===== config.mk =====
export PLATFORM = sky130hd
export DESIGN_NAME = axi_rd_arbiter
export DESIGN_NICKNAME = d
export VERILOG_FILES = /design/src/rtl/axi_bridge_pkg.sv /design/src/rtl/outst_counter.sv /design/src/rtl/axi_rd_arbiter.sv
export SDC_FILE = /design/constraint.sdc
export NUM_CORES = 1
export LEC_CHECK = 0
export BUFFER_PORTS_ARGS = -buffer_cell sky130_fd_sc_hd__buf_2
export CORE_MARGIN = 5
export CORE_UTILIZATION = 44
export DETAILED_ROUTE_END_ITERATION = 10
export PLACE_DENSITY = 0.87
export SLEW_MARGIN = 20
export SYNTH_ARGS = -nofsm -noshare
export SYNTH_HDL_FRONTEND = slang
export SYNTH_HIERARCHICAL = 1
export SYNTH_SLANG_ARGS = --single-unit

===== constraint.sdc =====
create_clock -name clk -period 9.3 [get_ports clk]
set_input_delay 0.465 -clock clk [delete_from_list [all_inputs] [get_ports clk]]
set_output_delay 0.465 -clock clk [all_outputs]
set_load 0.01 [all_outputs]

===== src/rtl/axi_bridge_pkg.sv =====
// rtl/axi_bridge_pkg.sv - shared types and constants for the AXI read bridge
//
// Purpose: read IDs, read-scheduler state encodings, grant encoding and the
// fixed AXI AR attributes that the parent bridge drives (single-beat INCR).
// Ports: none (package).

package axi_bridge_pkg;

  localparam logic [3:0] ID_INST = 4'd0;
  localparam logic [3:0] ID_DATA = 4'd1;

  // Every read is a single beat; the parent bridge ties these on the bus.
  localparam logic [7:0] AXI_ARLEN        = 8'd0;
  localparam logic [1:0] AXI_ARBURST_INCR = 2'b01;

  typedef enum logic {
    IDLE    = 1'b0,
    AR_BUSY = 1'b1
  } rd_state_t;

  typedef enum logic {
    GRANT_INST = 1'b0,
    GRANT_DATA = 1'b1
  } grant_t;

endpackage


===== src/rtl/outst_counter.sv =====
// rtl/outst_counter.sv - saturating outstanding-read counter with full flag
//
// Purpose: tracks reads accepted but not yet returned for one requester.
// Ports:
//   clk, reset  clock, synchronous active-high reset
//   inc         a request of this requester was accepted this cycle
//   dec         an R beat for this requester was handshaken this cycle
//   cnt         current outstanding count
//   full        cnt has reached MAX; the requester must not be granted

module outst_counter #(
  parameter int MAX = 4,
  parameter int W   = 3
) (
  input  logic         clk,
  input  logic         reset,
  input  logic         inc,
  input  logic         dec,
  output logic [W-1:0] cnt,
  output logic         full
);

  localparam logic [W-1:0] MAX_C = W'(MAX);

  assign full = (cnt >= MAX_C);

  // inc and dec together cancel out. Neither direction may wrap: inc is
  // blocked upstream by full, and a stray dec at zero is held at zero.
  always_ff @(posedge clk) begin
    if (reset) begin
      cnt <= '0;
    end else if (inc && !dec && !full) begin
      cnt <= cnt + W'(1);
    end else if (dec && !inc && (cnt != '0)) begin
      cnt <= cnt - W'(1);
    end
  end

  a_no_underflow: assert property (@(posedge clk) disable iff (reset)
    !(dec && (cnt == '0)));

  a_no_overflow: assert property (@(posedge clk) disable iff (reset)
    !(inc && !dec && full));

endmodule


===== src/rtl/axi_rd_arbiter.sv =====
// rtl/axi_rd_arbiter.sv - round-robin inst/data read scheduler onto one AXI AR/R channel
//
// Purpose: arbitrates the instruction and data SRAM-like read ports, issues
// one AR beat at a time, caps outstanding reads per requester, stalls data
// reads that alias a pending write, and routes R beats back by rid.
// Ports:
//   clk, reset                          clock, synchronous active-high reset
//   inst_req/addr/size -> addr_ok       instruction read request port
//   inst_data_ok, inst_rdata            instruction read return
//   data_req/addr/size -> addr_ok       data read request port
//   data_data_ok, data_rdata            data read return
//   wr_pending, wr_addr                 newest unacknowledged write (RAW check)
//   arid/araddr/arsize/arvalid/arready  AXI read address channel
//   rid/rdata/rvalid/rready             AXI read data channel

module axi_rd_arbiter #(
  parameter int MAX_OUTST = 4,
  parameter int CNT_W     = 3
) (
  input  logic        clk,
  input  logic        reset,
  input  logic        inst_req,
  input  logic [31:0] inst_addr,
  input  logic [1:0]  inst_size,
  output logic        inst_addr_ok,
  output logic        inst_data_ok,
  output logic [31:0] inst_rdata,
  input  logic        data_req,
  input  logic [31:0] data_addr,
  input  logic [1:0]  data_size,
  output logic        data_addr_ok,
  output logic        data_data_ok,
  output logic [31:0] data_rdata,
  input  logic        wr_pending,
  input  logic [31:0] wr_addr,
  output logic [3:0]  arid,
  output logic [31:0] araddr,
  output logic [2:0]  arsize,
  output logic        arvalid,
  input  logic        arready,
  input  logic [3:0]  rid,
  input  logic [31:0] rdata,
  input  logic        rvalid,
  output logic        rready
);

  import axi_bridge_pkg::*;

  rd_state_t  state_q, next_state;
  grant_t     last_grant_q;
  logic       grant_inst, grant_data;
  logic       elig_inst, elig_data, raw_hazard;
  logic       inst_full, data_full;
  logic       inst_ret, data_ret;
  logic [CNT_W-1:0] cnt_inst, cnt_data;

  // Byte lanes within a word do not matter for the hazard compare.
  logic unused_low_bits;
  assign unused_low_bits = &{1'b0, wr_addr[1:0], data_addr[1:0]};

  // Word-granular RAW check against the newest pending write.
  assign raw_hazard = wr_pending && (wr_addr[31:2] == data_addr[31:2]);
  assign elig_inst  = inst_req && !inst_full;
  assign elig_data  = data_req && !data_full && !raw_hazard;

  always_ff @(posedge clk) begin
    if (reset) begin
      state_q <= IDLE;
    end else begin
      state_q <= next_state;
    end
  end

  // On a tie the requester that did not win last time is granted.
  always_comb begin
    next_state = state_q;
    grant_inst = 1'b0;
    grant_data = 1'b0;
    case (state_q)
      IDLE: begin
        if (elig_inst && (!elig_data || (last_grant_q == GRANT_DATA))) begin
          grant_inst = 1'b1;
        end else if (elig_data) begin
          grant_data = 1'b1;
        end
        if (grant_inst || grant_data) begin
          next_state = AR_BUSY;
        end
      end
      AR_BUSY: begin
        if (arready) begin
          next_state = IDLE;
        end
      end
    endcase
  end

  assign inst_addr_ok = grant_inst;
  assign data_addr_ok = grant_data;
  assign arvalid      = (state_q == AR_BUSY);

  // AR fields are captured at grant and held through AR_BUSY.
  always_ff @(posedge clk) begin
    if (reset) begin
      araddr       <= '0;
      arsize       <= '0;
      arid         <= '0;
      last_grant_q <= GRANT_DATA;
    end else if (grant_inst) begin
      araddr       <= inst_addr;
      arsize       <= {1'b0, inst_size};
      arid         <= ID_INST;
      last_grant_q <= GRANT_INST;
    end else if (grant_data) begin
      araddr       <= data_addr;
      arsize       <= {1'b0, data_size};
      arid         <= ID_DATA;
      last_grant_q <= GRANT_DATA;
    end
  end

  // The slave returns each ID in order, so beats go straight through.
  assign rready       = 1'b1;
  assign inst_ret     = rvalid && (rid == ID_INST);
  assign data_ret     = rvalid && (rid == ID_DATA);
  assign inst_data_ok = inst_ret;
  assign data_data_ok = data_ret;
  assign inst_rdata   = rdata;
  assign data_rdata   = rdata;

  outst_counter #(.MAX(MAX_OUTST), .W(CNT_W)) u_cnt_inst (
    .clk   (clk),
    .reset (reset),
    .inc   (grant_inst),
    .dec   (inst_ret),
    .cnt   (cnt_inst),
    .full  (inst_full)
  );

  outst_counter #(.MAX(MAX_OUTST), .W(CNT_W)) u_cnt_data (
    .clk   (clk),
    .reset (reset),
    .inc   (grant_data),
    .dec   (data_ret),
    .cnt   (cnt_data),
    .full  (data_full)
  );

endmodule


==> metrics <==
final wirelength 10.66 mm; die area 9381 µm²; max-cap violation count 0; Crit-path slowest cell or4_1; Reg power frac 0.379; gr usage total 0.2155; Core Rows 31; Hold-fix buffers, CTS 0; Netlist cell types 37; clock latency on the worst-skew pair 300 ps; # nets final 592; DP Wirelength 8.065 mm; synth-to-layout area growth 10.59%; IR drop worst, VDD 81.98 µV; GRT Residual Overflow 0; Final min period 3679 ps; most frequent cells in the layout buf_2 (148), dfxtp_1 (43), a21oi_1 (41); Clock transition at path regs 90 ps; Root Buffer clkbuf_8; routed len/inst 19.48 µm; CTS Buf Count 5; Net Switching 0.2526 mW; initial antenna violation count 0; main flop type after synthesis dfxtp_1; Placement Setup Slack 5332 ps; WP data arrival 3900 ps; crit path max fanout 35; IO Count 252; placed cell areas 3580 µm²; port bufs 148; antenna-violating nets left 0; R2R depth 8; Pleak 1.547 nW; hold path cells 2; Slew Viols, Final 0; Clock Path Buffers 2; crit-path max cell delay 510 ps; H-tree depth 2; initial core utilization 0.4552; TritonRoute pass-1 iters 4; pwr/cell area 176.2 nW/µm²; Buffers & Inverters on Critical Path 2; Post-Syn Area 3319 µm²; Internal 0.3940 mW; skew final 13.80 ps; # diodes 0; Top Metal Used met4; Worst R2R Setup Slack 6210 ps; EDFF count, synth 0; Synth Warn # 6; Final WS setup 5621 ps; Core ar. 7292 µm²; Top delay family on crit path simple AND/OR/NAND/NOR gates; Period Utilization, post-route 0.3956; post-synthesis area per instance 8.782 µm²; worst min path class input pin to flop; GPL Wtd Cong 0.7706; die extent in y 96.86 µm; minimum hold slack 445.1 ps; CTS tree yes; Mapped Cells 378; Design Area, Final 3671 µm²; status finished clean; unrepaired setup endpoints after global routing false; # resized after CTS 0; Vias/cell 5.625; Gate power share 0.436; met2 routed WL 5.568 mm; chip width 96.86 µm; Setup violations, final 0; Seq cells post-synth 43; crit start category input pin; Post-Route Setup TNS 0 ps; met3 WL 1.139 mm; first-pass GRT wire length 16.79 mm; # clock sinks 43; hold path start reset; crit-path cells buf_2 > xnor2_1 > nand4_1 > nor4_4 > a211oi_4 > buf_4 > nor2_1 > or3b_4 > fa_1 > or4_1 > a31oi_1; fraction of layout instances using a drive strength above 1 0.4576; part of the power in the clock network 0.185; reg-to-reg startpoint u_cnt_data/cnt[2]$_SDFFE_PP0P_; Slew headroom 0.2995; fmax 271.8 MHz; sequential area share after synthesis 0.2593; crit path launch data_addr[31]; via count 3077; largest net degree at the start of global routing 38; post-CTS setup buffer count 0; Setup CP Type input pin to flop; vias in the first global route 3230; DRC 0; worst slew pin tran 1041 ps; commonest non-fill, non-tap cell in the layout buf_2; DRT iter0 DRCs 128; wl on met1 3.754 mm; Critical Path End Type flop; CP Data Required Time 9520 ps; final hold vios 0; Switching Share 0.3907; WP depth 11; ys async rst share 0
synth_stat cells (3+ instances only):
cell type | number | area share
xnor2_1 | 30 | 0.079
nand4_1 | 7 | 0.013
a211oi_1 | 3 | 0.0068
buf_4 | 70 | 0.16
clkbuf_1 | 14 | 0.016
nor3_1 | 34 | 0.051
o32ai_1 | 5 | 0.013
buf_2 | 4 | 0.0060
o32ai_2 | 29 | 0.14
o21ai_0 | 3 | 0.0045
nand2_1 | 36 | 0.041
nand2b_1 | 9 | 0.017
a31oi_1 | 3 | 0.0057
buf_6 | 6 | 0.020
dfxtp_1 | 43 | 0.26
nor2_1 | 9 | 0.010
a21oi_1 | 41 | 0.062
cell type report:
cell class | count | area (µm²)
fill | 727 | 3621
multi-input combinational | 243 | 1819
sequential | 43 | 860.8
timing repair buffer | 153 | 778.2
tap | 99 | 123.9
clock buffer | 6 | 72.57
clock inverter | 2 | 12.51
inverter | 1 | 3.754
per-stage QoR:
stage                     total power [mW]  std cells  utilization
after floorplan                     0.4646        381            -
after global placement              0.5169        539       0.4909
after detailed placement            0.5297        539       0.4909
after CTS                           0.6516        547       0.5026
after global routing                0.6871        547       0.5034
final                               0.6467        547       0.5034
path summary, 6_finish.rpt:
path,to
hold / removal,u_cnt_data/cnt[2]$_SDFFE_PP0P_
setup / recovery,u_cnt_inst/cnt[2]$_SDFFE_PP0P_
setup reg to reg,u_cnt_inst/cnt[2]$_SDFFE_PP0P_
hold reg to reg,araddr[5]$_SDFFE_PP0P_
sequential cells by signal (all words and copies together), names as in the netlist:
signal	count
araddr	32
arid	1
arsize	2
arvalid	1
last_grant_q	1
u_cnt_data/cnt	3
u_cnt_inst/cnt	3
logic make-up after synthesis:
family / after synthesis / share of synthesized area
AND/OR/NAND/NOR: 109 / 0.1741
buffers and inverters: 95 / 0.2017
XOR/XNOR: 32 / 0.08443
flip-flops: 43 / 0.2593
AO/OA/AOI/OAI: 95 / 0.2661
other: 2 / 0.002262
adder cells (fa/ha/maj): 2 / 0.01206
power groups by stage:
stage | Sequential (mW) | Combinational (mW) | Clock [mW]
detailed placement | 0.248 | 0.281 | 0
floorplan | 0.257 | 0.207 | 0
CTS | 0.245 | 0.282 | 0.125
global placement | 0.246 | 0.271 | 0
finish | 0.245 | 0.282 | 0.120
global route | 0.249 | 0.305 | 0.133
layer usage:
| layer | vias to the layer above | GRT usage |
|---|---|---|
| met5 | - | 0.02198 |
| met4 | 0 | 0.06263 |
| met3 | 18 | 0.07914 |
| met2 | 197 | 0.3843 |
| met1 | 1437 | 0.2367 |
| li1 | 1425 | - |
No activity file was read; power rests on OpenSTA's default activity.
